File: src/rtl/gmii_pkg.sv
// rtl/gmii_pkg.sv - shared Ethernet framing constants and transmit FSM states
package gmii_pkg;

    localparam logic [7:0]  ETH_PRE     = 8'h55;
    localparam logic [7:0]  ETH_SFD     = 8'hD5;
    localparam logic [31:0] CRC_POLY    = 32'hEDB88320;
    localparam logic [31:0] CRC_RESIDUE = 32'hDEBB20E3;

    typedef enum logic [2:0] {
        ST_IDLE,
        ST_PREAMBLE,
        ST_SFD,
        ST_PAYLOAD,
        ST_PAD,
        ST_FCS,
        ST_DRAIN,
        ST_GAP
    } tx_state_t;

endpackage

File: src/rtl/eth_crc32_d8.sv
// rtl/eth_crc32_d8.sv - combinational reflected CRC-32 update for one byte
module eth_crc32_d8
    import gmii_pkg::*;
(
    input  logic [31:0] i_crc,
    input  logic [7:0]  i_data,
    output logic [31:0] o_crc
);

    always_comb begin
        o_crc = i_crc;
        for (int i = 0; i < 8; i++) begin
            o_crc = (o_crc >> 1) ^ (((o_crc[0] ^ i_data[i]) != 1'b0) ? CRC_POLY : 32'h0);
        end
    end

endmodule

File: src/rtl/gmii_tx_framer.sv
// rtl/gmii_tx_framer.sv - AXI-stream to GMII transmit framer with padding, FCS and IFG
module gmii_tx_framer
    import gmii_pkg::*;
#(
    parameter int ENABLE_PADDING   = 1,
    parameter int MIN_FRAME_LENGTH = 64,
    parameter int IFG              = 12
) (
    input  logic       clk,
    input  logic       rst,
    input  logic [7:0] s_axis_tdata,
    input  logic       s_axis_tvalid,
    output logic       s_axis_tready,
    input  logic       s_axis_tlast,
    input  logic       s_axis_tuser,
    output logic [7:0] gmii_txd,
    output logic       gmii_tx_en,
    output logic       gmii_tx_er,
    output logic       start_packet,
    output logic       error_underflow
);

    localparam logic [15:0] PAD_LEN = 16'(MIN_FRAME_LENGTH - 4);
    localparam logic [7:0]  GAP_LEN = 8'(IFG);

    tx_state_t   r_state;
    logic [15:0] r_cnt;
    logic [7:0]  r_step;
    logic [31:0] r_crc;
    logic        r_bad;
    logic [7:0]  r_txd;
    logic        r_tx_en;
    logic        r_tx_er;
    logic        r_start;
    logic        r_uf;

    logic [7:0]  w_crc_data;
    logic [31:0] w_crc_next;
    logic [31:0] w_fcs;
    logic [7:0]  w_fcs_byte;
    logic [15:0] w_cnt_inc;
    logic        w_pad_more;

    assign w_crc_data = (r_state == ST_PAD) ? 8'h00 : s_axis_tdata;

    eth_crc32_d8 u_crc (
        .i_crc  (r_crc),
        .i_data (w_crc_data),
        .o_crc  (w_crc_next)
    );

    assign w_cnt_inc  = (r_cnt == 16'hFFFF) ? r_cnt : r_cnt + 16'd1;
    assign w_pad_more = (ENABLE_PADDING != 0) && (w_cnt_inc < PAD_LEN);
    assign w_fcs      = ~r_crc;
    assign w_fcs_byte = 8'(w_fcs >> {r_step[1:0], 3'b000});

    assign s_axis_tready = (r_state == ST_SFD) || (r_state == ST_PAYLOAD) || (r_state == ST_DRAIN);

    // Outputs are registered alongside the state: each edge decides what the next cycle drives.
    always_ff @(posedge clk) begin
        if (rst) begin
            r_state <= ST_IDLE;
            r_cnt   <= '0;
            r_step  <= '0;
            r_crc   <= '1;
            r_bad   <= 1'b0;
            r_txd   <= '0;
            r_tx_en <= 1'b0;
            r_tx_er <= 1'b0;
            r_start <= 1'b0;
            r_uf    <= 1'b0;
        end else begin
            r_start <= 1'b0;
            r_uf    <= 1'b0;
            case (r_state)
                ST_IDLE, ST_GAP: begin
                    r_txd   <= '0;
                    r_tx_en <= 1'b0;
                    r_tx_er <= 1'b0;
                    if (r_state == ST_GAP && r_step != 8'd0) begin
                        r_step <= r_step - 8'd1;
                    end else if (s_axis_tvalid) begin
                        r_state <= ST_PREAMBLE;
                        r_txd   <= ETH_PRE;
                        r_tx_en <= 1'b1;
                        r_start <= 1'b1;
                        r_step  <= '0;
                        r_cnt   <= '0;
                        r_bad   <= 1'b0;
                    end else begin
                        r_state <= ST_IDLE;
                    end
                end
                ST_PREAMBLE: begin
                    if (r_step == 8'd6) begin
                        r_state <= ST_SFD;
                        r_txd   <= ETH_SFD;
                        r_crc   <= '1;
                    end else begin
                        r_txd  <= ETH_PRE;
                        r_step <= r_step + 8'd1;
                    end
                end
                ST_SFD, ST_PAYLOAD: begin
                    if (s_axis_tvalid) begin
                        r_txd   <= s_axis_tdata;
                        r_crc   <= w_crc_next;
                        r_cnt   <= w_cnt_inc;
                        r_state <= ST_PAYLOAD;
                        if (s_axis_tlast) begin
                            r_bad   <= s_axis_tuser;
                            r_step  <= '0;
                            r_state <= w_pad_more ? ST_PAD : ST_FCS;
                        end
                    end else begin
                        // Source ran dry mid-frame: poison the frame on the wire, then swallow the rest.
                        r_txd   <= '0;
                        r_tx_er <= 1'b1;
                        r_uf    <= 1'b1;
                        r_state <= ST_DRAIN;
                    end
                end
                ST_PAD: begin
                    r_txd   <= '0;
                    r_tx_er <= r_bad;
                    r_crc   <= w_crc_next;
                    r_cnt   <= w_cnt_inc;
                    if (w_cnt_inc == PAD_LEN) begin
                        r_state <= ST_FCS;
                        r_step  <= '0;
                    end
                end
                ST_FCS: begin
                    r_txd   <= w_fcs_byte;
                    r_tx_er <= r_bad;
                    if (r_step == 8'd3) begin
                        r_state <= ST_GAP;
                        r_step  <= GAP_LEN;
                    end else begin
                        r_step <= r_step + 8'd1;
                    end
                end
                ST_DRAIN: begin
                    r_txd   <= '0;
                    r_tx_en <= 1'b0;
                    r_tx_er <= 1'b0;
                    if (s_axis_tvalid && s_axis_tlast) begin
                        r_state <= ST_GAP;
                        r_step  <= GAP_LEN - 8'd1;
                    end
                end
                default: r_state <= ST_IDLE;
            endcase
        end
    end

    assign gmii_txd        = r_txd;
    assign gmii_tx_en      = r_tx_en;
    assign gmii_tx_er      = r_tx_er;
    assign start_packet    = r_start;
    assign error_underflow = r_uf;

endmodule

File: config.mk
export PLATFORM = sky130hd
export DESIGN_NAME = gmii_tx_framer
export DESIGN_NICKNAME = d
export VERILOG_FILES = /design/src/rtl/gmii_pkg.sv /design/src/rtl/eth_crc32_d8.sv /design/src/rtl/gmii_tx_framer.sv
export SDC_FILE = /design/constraint.sdc
export NUM_CORES = 1
export LEC_CHECK = 0
export CAP_MARGIN = 10
export CORE_MARGIN = 1.5
export CORE_UTILIZATION = 30
export CTS_CLUSTER_DIAMETER = 50
export DETAILED_ROUTE_END_ITERATION = 6
export PLACE_DENSITY_LB_ADDON = 0.05
export SLEW_MARGIN = 15
export SYNTH_ARGS = -nofsm -noshare
export SYNTH_HDL_FRONTEND = slang
export SYNTH_SLANG_ARGS = --single-unit
File: constraint.sdc
create_clock -name clk -period 4.7 [get_ports clk]
set_input_delay 0.705 -clock clk [delete_from_list [all_inputs] [get_ports clk]]
set_output_delay 0.705 -clock clk [all_outputs]
set_load 0.01 [all_outputs]
==> impl.org, run 1 <==
** Run status
- Run status :: completed

** Critical path
- Worst EP required :: around 4.9 ns
- STA classifies the critical path endpoint as a flip-flop.
- Critical-path maximum fanout :: 11
- Data arrives at the worst endpoint at 4.17 ns.
- Startpoint kind of the worst setup timing path :: flip-flop
- Critical path type :: reg2reg
- Setup slack, reg-to-reg :: approximately 0.77 ns

** GRT
- Residual overflow from global routing :: 0
- Number of global-route vias before repair :: 4210
- Entering global routing, the biggest net connects 36 pins.
- The initial antenna violation count came to 0.
- Global router's overall resource usage :: approximately 18%
- First-pass GRT wire length :: 23540 um

** Timing
- The worst path uses 83.58% of the clock period.
- Final setup vio count :: 0
- Setup repair after global routing left no endpoint under its margin.
- For the pin with the worst max-slew slack, the measured transition is 0.9285 ns.
- Minimum hold slack :: about 0.46 ns
- For the final database, setup skew stands at slightly above 0.009 ns.
- Final Hold Vio Count :: 0
- Measured against its own limit, the worst slew margin works out to 37.53%.
- Sum of negative setup slack :: 0 ns
- The max-slew violation count was 0.
- The routed design could run at a clock period as short as roughly 3.9 ns.
- Derived from the worst setup path, the maximum achievable clock frequency is around 250 MHz.

** Final layout
- Net count, final :: just under 600
- Area growth from synthesis to layout :: 16.14%
- The repair_antennas step left the layout with diodes totalling 0.
- After filler insertion, the fill cell instance count of the layout stands at around 1600.
- Fraction of final layout cells sized beyond drive strength 1 :: approximately a tenth
- For this run, the number of standard cells in the final layout without fillers is between 700 and 800.
- Cells fill between 30% and 40% of the core in the end.

** Logic synthesis
- Yosys warning count :: 0
- Yosys top cell area share :: between 30% and 40%
- Cell variety after synth :: between 60 and 70
- The synthesized design contains 0 enable-type register cells.
- Dominant synthesized flop cell :: sky130_fd_sc_hd__dfxtp_1
- The cell area that synthesis handed to floorplanning was 0.004715 sq mm.
- Cells after synthesis :: 567
- After synthesis, the cell types taking the most area are sky130_fd_sc_hd__dfxtp_1 (31%), sky130_fd_sc_hd__xnor2_1 (9.3%), sky130_fd_sc_hd__a21oi_1 (5.6%).
- Fraction of registers with async set/reset :: 0%
- Of all cell types, the one taking the most synthesized area is sky130_fd_sc_hd__dfxtp_1.
- The average instance in the mapped netlist occupies around 8.3 sq um.
- Of the synthesized area, sequential elements account for ~31%.
- The synthesized design contains around 70 register bits.
- Synthesized net count :: about 600

** Clocking
- The tree is rooted in a sky130_fd_sc_hd__clkbuf_16.
- Clock tree synthesis inserted a total of 9 buffers.
- Clock insertion delay at the later pin of the skew report :: approximately 0.35 ns
- CTS max path bufs :: 2
- Resize count post-CTS :: 0
- CTS HTree Levels :: 3
- Post-CTS Setup Repair Bufs :: 0
- Register clock-pin slew on the reported worst setup and hold paths :: around 0.06 ns
- For this design, the sink count on the clock tree is 72.
- After clock tree synthesis, the flow added hold-fix buffers numbering 0.
- Clock tree from TritonCTS :: done

** Drt
- DR pass1 iterations :: 4
- After detailed routing, the total wire length is between 10000 and 15000 um.
- The detail route stage leaves a number of antenna-violating nets equal to 0.
- For this run, design rule violations remaining after detail routing come to 0.
- The detailed router finished its first iteration with about 260 violations.
- After detailed routing, the average wire length per cell comes to 18.14 um.
- Via count of the routed design :: between 4000 and 5000
- Vias per Instance :: ~5.4

** Place
- Final RePlAce weighted congestion :: 0.8443
- Summed over all nets, the half-perimeter wirelength after detailed placement is between 9000 and 10000 um.
- DP Cell Count :: around 800
- Port buffering added 25 buffers.

** Power and ir drop
- Reported leakage power :: around 1.8 nW
- Power Density :: around 750 mW/mm^2
- IR analysis of the VDD net gives a maximum drop of 268.6 uV.

** Floorplanning
- The core region is between 0.015 and 0.02 sq mm.
- During I/O placement, the number of pins put on the boundary was 26.
- The floorplan has 45 rows.
- Die height :: roughly 130 um
- Die area :: between 0.015 and 0.02 sq mm
- The floorplan step set the die width to between 100 and 150 um.
- For this configuration, the core starts out at a cell density of around 30%.

** Run
- Max-cap violations in this run came to 0.

** Min path
- Type of the tightest min-delay check :: reg2reg
==> power breakdown <==
group	internal, mW	switching [mW]	leakage [nW]
logic	1.05	1.36	1.07
clock network	0.465	0.293	0.152
registers	0.746	0.188	0.586
total	2.26	1.84	1.81
==> cell usage after synthesis (2+ instances only) <==
master,n
sky130_fd_sc_hd__o2111ai_1,2
sky130_fd_sc_hd__o21ai_0,26
sky130_fd_sc_hd__and2_1,7
sky130_fd_sc_hd__a221oi_1,6
sky130_fd_sc_hd__nand3_1,13
sky130_fd_sc_hd__nand4_1,7
sky130_fd_sc_hd__o21bai_1,2
sky130_fd_sc_hd__xor2_1,11
sky130_fd_sc_hd__nand2_1,43
sky130_fd_sc_hd__a31oi_1,10
sky130_fd_sc_hd__o22a_1,4
sky130_fd_sc_hd__o22ai_1,22
sky130_fd_sc_hd__xnor2_2,4
sky130_fd_sc_hd__a211oi_1,4
sky130_fd_sc_hd__and4_1,2
sky130_fd_sc_hd__nor2_1,56
sky130_fd_sc_hd__or3_1,2
sky130_fd_sc_hd__mux4_2,8
sky130_fd_sc_hd__xnor2_1,50
sky130_fd_sc_hd__buf_2,3
sky130_fd_sc_hd__or4_1,2
sky130_fd_sc_hd__a311oi_1,11
sky130_fd_sc_hd__and3_1,7
sky130_fd_sc_hd__nor4_1,8
sky130_fd_sc_hd__nand4b_1,4
sky130_fd_sc_hd__a21oi_1,53
sky130_fd_sc_hd__ha_1,4
sky130_fd_sc_hd__buf_4,2
sky130_fd_sc_hd__clkbuf_1,27
sky130_fd_sc_hd__dfxtp_1,72
sky130_fd_sc_hd__nor3_1,13
sky130_fd_sc_hd__a211o_1,7
sky130_fd_sc_hd__a32oi_1,2
sky130_fd_sc_hd__xor2_2,6
sky130_fd_sc_hd__o221a_2,2
sky130_fd_sc_hd__inv_1,10
sky130_fd_sc_hd__a21o_1,2
sky130_fd_sc_hd__xor2_4,2
sky130_fd_sc_hd__nand2b_1,22
sky130_fd_sc_hd__nor2b_1,7
==> worst paths after layout <==
| check | cells after the start | endpoint | from |
|---|---|---|---|
| min reg2reg | 2 | gmii_tx_en$_SDFFE_PP0P_ | gmii_tx_en$_SDFFE_PP0P_ |
| max reg2reg | 9 | r_step[3]$_SDFFE_PP0P_ | r_cnt[0]$_SDFFE_PP0P_ |
| min | 2 | gmii_tx_en$_SDFFE_PP0P_ | gmii_tx_en$_SDFFE_PP0P_ |
| max | 9 | r_step[3]$_SDFFE_PP0P_ | r_cnt[0]$_SDFFE_PP0P_ |
==> critical path, stage by stage, from the launching register on <==
cell,delay (ns)
sky130_fd_sc_hd__dfxtp_1,0.48
sky130_fd_sc_hd__ha_1,0.41
sky130_fd_sc_hd__nand2_1,0.12
sky130_fd_sc_hd__nor4_1,0.81
sky130_fd_sc_hd__a311oi_1,0.24
sky130_fd_sc_hd__a21oi_1,0.27
sky130_fd_sc_hd__nand4_1,0.20
sky130_fd_sc_hd__a21oi_1,0.78
sky130_fd_sc_hd__o21ai_0,0.21
sky130_fd_sc_hd__a32o_1,0.31
==> routing by layer <==
layer | wire [um] | share of wire [%] | up-vias | global-route usage, %
met3 | 555 | 3.8 | 12 | 3.784
li1 | - | - | 2087 | -
met4 | 170 | 1.2 | 0 | 4.560
met5 | 0 | 0 | - | 0
met1 | 7201 | 50 | 2060 | 26.07
met2 | 6492 | 45 | 104 | 28.78
==> state kept, by name, indices dropped and copies added (netlist names) <==
signal           count
start_packet         1
gmii_tx_en           1
error_underflow      1
r_step               8
r_crc               32
r_cnt               16
gmii_txd             8
r_bad                1
r_state              3
gmii_tx_er           1
==> area by class of cell <==
| type | count | area, sq um | area share, % |
|---|---|---|---|
| clock buffer | 9 | 225.2 | 4.113 |
| clock inverter | 7 | 93.84 | 1.714 |
| inverter | 10 | 37.54 | 0.6856 |
| multi-input combinational | 452 | 3100 | 56.63 |
| sequential | 72 | 1441 | 26.33 |
| tap | 211 | 264.0 | 4.822 |
| timing repair buffer | 34 | 312.8 | 5.713 |
==> logic make-up (layout without fill, tap and decap cells) <==
group	Yosys count	after routing	synth area share, %
compound gates	163	163	22.08
mux	8	8	3.822
flops	72	72	30.57
simple gates	202	202	21.76
xor+xnor	75	75	17.04
fa+ha+maj	4	4	1.062
buf+inv	43	60	3.662
==> placed cells by master (no fill, tap or decap), types with 4 or more instances in the layout <==
master	n
sky130_fd_sc_hd__xnor2_2	4
sky130_fd_sc_hd__a221oi_1	6
sky130_fd_sc_hd__xor2_1	11
sky130_fd_sc_hd__a211o_1	7
sky130_fd_sc_hd__a31oi_1	10
sky130_fd_sc_hd__o22ai_1	22
sky130_fd_sc_hd__a311oi_1	11
sky130_fd_sc_hd__a21oi_1	53
sky130_fd_sc_hd__inv_1	10
sky130_fd_sc_hd__nand2b_1	22
sky130_fd_sc_hd__nand4_1	7
sky130_fd_sc_hd__o21ai_0	26
sky130_fd_sc_hd__nand3_1	13
sky130_fd_sc_hd__nand2_1	43
sky130_fd_sc_hd__nor4_1	8
sky130_fd_sc_hd__and3_1	7
sky130_fd_sc_hd__dfxtp_1	72
sky130_fd_sc_hd__clkdlybuf4s50_1	24
sky130_fd_sc_hd__xnor2_1	50
sky130_fd_sc_hd__xor2_2	6
sky130_fd_sc_hd__o22a_1	4
sky130_fd_sc_hd__a211oi_1	4
sky130_fd_sc_hd__and2_1	7
sky130_fd_sc_hd__mux4_2	8
sky130_fd_sc_hd__nand4b_1	4
sky130_fd_sc_hd__nor2b_1	7
sky130_fd_sc_hd__clkbuf_16	9
sky130_fd_sc_hd__ha_1	4
sky130_fd_sc_hd__buf_4	9
sky130_fd_sc_hd__nor2_1	56
sky130_fd_sc_hd__nor3_1	13
==> metrics by stage <==
step	area, sq um	worst slack [ns]	total power, mW
2_1_floorplan	4715	1.980	2.779
3_3_place_gp	5156	0.7535	3.353
3_5_place_dp	5156	0.7597	3.349
5_1_grt	5475	0.2909	4.403
6_report	5475	0.7716	4.104
4_1_cts	5475	0.6968	4.138
Power figures use the tool's default switching activity.
==> inputs of run 2 (changes only) <==
==> constraint.sdc (replaced) <==
create_clock -name clk -period 3.9 [get_ports clk]
set_input_delay 0.585 -clock clk [delete_from_list [all_inputs] [get_ports clk]]
set_output_delay 0.585 -clock clk [all_outputs]
set_load 0.01 [all_outputs]
==> impl.org, run 2 (synthesis results as in run 1) <==
** Floorplanning
- Die X :: 128.4 um
- The initial utilization of the core area, before any placement, comes to a little under a third.
- The die covers roughly 0.016 sq mm.
- In this run the count of I/O pins placed on the die edge is 26.
- The total area inside the core boundary comes to around 0.015 sq mm.
- Row generation in the floorplan step produced 45 rows.
- The floorplan step set the die height to 128.4 um.

** Power and ir drop
- Reported leakage power :: roughly 1.8 nW
- In this run, the combinational gates consume roughly three fifths of the power.
- In this run switching power makes up between 40% and 50% of total power.
- Power spent charging and discharging nets :: 2.244 mW
- Power spread over the standard cell area amounts to roughly 910 mW/mm^2.
- The clock network burns a little under a fifth of the power.
- Summing internal, switching and leakage power gives about 5.0 mW.
- Largest voltage drop on the vdd net :: around 300 uV
- Registers are responsible for a little over a fifth of the overall power.
- The internal power of the cells totals 2.774 mW.

** Place
- Half-perimeter wire length after detailed placement :: 9883 um
- The congestion estimate from routability-driven global placement came to 0.8755.
- I/O Buffers :: 25

** Final layout
- From synthesis to final layout, the design area changed by 17.17%.
- Net count, final :: ~600
- The largest registers in the layout are r_crc: 32 flops, r_cnt: 16 flops.
- Most common library cell in the layout ignoring fill and taps :: sky130_fd_sc_hd__dfxtp_1
- Fraction of final layout cells sized beyond drive strength 1 :: between 10 and 15%
- Leaving out fill and tap cells, the most frequent cells in the layout are sky130_fd_sc_hd__dfxtp_1 (72), sky130_fd_sc_hd__nor2_1 (56), sky130_fd_sc_hd__a21oi_1 (53), sky130_fd_sc_hd__xnor2_1 (50), sky130_fd_sc_hd__nand2_1 (43).
- Area occupied by multi-input gates :: a little over 0.003 sq mm
- Fill cells in the final layout number 1575.
- The register with the most flip-flops in the layout has 32 of them.
- 0 antenna diodes ended up in the layout.
- Register with the highest flop count :: r_crc
- Registers take approximately 0.0014 sq mm.

** Timing
- Final Hold Vio Count :: 0
- Final setup skew :: ~0.011 ns
- The worst pin sits at a relative slew slack of approximately two fifths.
- Setup repair after global routing left no endpoint under its margin.
- At the pin with the least slew margin, the transition time is 0.8774 ns.
- In the final timing run, aggregate negative setup slack is 0 ns.
- Slew Limit Fails :: 0
- Minimum clock period :: 3.189 ns
- The worst path uses roughly 82% of the clock period.
- Derived from the worst setup path, the maximum achievable clock frequency is 313.6 MHz.
- Final setup vio count :: 0

** Run
- Number of maximum-capacitance violations :: 0

** Drt
- Via count of the routed design :: 4236
- Vias per Instance :: ~5.3
- Average wire per cell in the routed design :: 17.73 um
- Total routed wirelength :: between 10000 and 15000 um
- In the routed design, unresolved DRC markers number 0.
- DR pass1 iterations :: 5
- DRC violation total after the first TritonRoute iteration :: around 370
- Antenna-violating nets left :: 0

** Clocking
- Number of buffers inserted by hold repair at cts :: 0
- CTS sink count :: roughly 70
- TritonCTS built the clock tree.
- CTS Root Buffer Type :: sky130_fd_sc_hd__clkbuf_16
- CTS max path bufs :: 2
- The later pin in the worst-skew pair is clocked with a latency of approximately 0.35 ns.
- Register clock-pin slew on the reported worst setup and hold paths :: 0.06 ns
- CTS HTree Levels :: 3
- The number of setup buffers added after CTS is 0.
- TritonCTS Buffers :: 9
- Once the clock tree was built, the resizer swapped 0 gates to a different size.

** Critical path
- Crit Reg-Reg Startpoint :: r_cnt[0]$_SDFFE_PP0P_
- By startpoint and endpoint, the worst setup path is classified as reg2reg.
- At the worst endpoint, the required time is slightly above 4 ns.
- In this run the worst setup path begins at r_cnt[0]$_SDFFE_PP0P_.
- Critical Path End Type :: flip-flop
- In this run the worst path has a maximum fanout of 11.
- STA classifies the critical path startpoint as a flip-flop.
- At the worst endpoint, the arrival time is around 3.4 ns.

** GRT
- After global routing the overflow that remains totals 0.
- Number of global-route vias before repair :: 3988
- Entering global routing, the biggest net connects 48 pins.
- The first global-routing pass estimated between 20000 and 25000 um of wire.
- Global router's overall resource usage :: between 10% and 20%
- The initial antenna violation count is 0.

** Run status
- The run finished with clean final reports.

** Min path
- Start point of the worst min-delay path :: gmii_tx_en$_SDFFE_PP0P_
- Type of the tightest min-delay check :: reg2reg
==> run 2: through the flow <==
step / std cells / hold WS (ns) / instance area, sq um / setup WS, ns / utilization [%]
4_1_cts: 800 / 0.4661 / 5524 / 0.7196 / 36.20
5_1_grt: 800 / 0.4836 / 5524 / 0.3019 / 36.20
2_1_floorplan: 567 / 0.4465 / 4715 / 1.180 / -
3_3_place_gp: 784 / 0.4560 / 5194 / 0.8370 / 34.04
6_report: 800 / 0.4609 / 5524 / 0.7111 / 36.20
3_5_place_dp: 784 / 0.4573 / 5194 / 0.7616 / 34.04
==> run 2: final timing paths <==
kind / end / slack, ns / depth (start not counted)
worst max-delay path: r_step[3]$_SDFFE_PP0P_ / 0.71 / 10
worst min-delay path: gmii_tx_en$_SDFFE_PP0P_ / 0.46 / 2
worst max register to register: r_step[3]$_SDFFE_PP0P_ / 0.71 / 10
worst min register to register: gmii_tx_en$_SDFFE_PP0P_ / 0.46 / 2
==> run 2: critical path, cell delays in order (launching register included) <==
cell                       delay [ns]
sky130_fd_sc_hd__dfxtp_1         0.47
sky130_fd_sc_hd__ha_1            0.41
sky130_fd_sc_hd__nand2_1         0.12
sky130_fd_sc_hd__nor4_1          0.70
sky130_fd_sc_hd__a311oi_1        0.24
sky130_fd_sc_hd__a21oi_1         0.24
sky130_fd_sc_hd__nand4_1         0.14
sky130_fd_sc_hd__a21oi_1         0.18
sky130_fd_sc_hd__buf_4           0.20
sky130_fd_sc_hd__o21ai_0         0.10
sky130_fd_sc_hd__a32o_1          0.27
==> run 2: final cells by class <==
class	count	share of cell area, %
flip-flops and latches	72	26.09
repair buffers	39	6.342
inverters	10	0.6795
clock buffers	10	4.326
well taps	211	4.779
multi-input cells	452	56.13
clock inverters	6	1.653
==> run 2: power groups by stage <==
stage	Sequential (mW)	Clock (mW)	Combinational, mW
CTS	1.07	0.963	3.01
finish	1.07	0.940	3.01
global route	1.10	0.987	3.28
floorplan	1.05	0	2.30
detailed placement	1.08	0	2.99
global placement	1.09	0	3.03
==> run 2: per-layer routing <==
layer	vias to the layer above	track usage [%]	share of wire, %
met4	0	6.940	1.5
met5	-	0	0
li1	2102	-	-
met2	80	26.69	43
met1	2039	27.03	52
met3	15	2.328	3.0
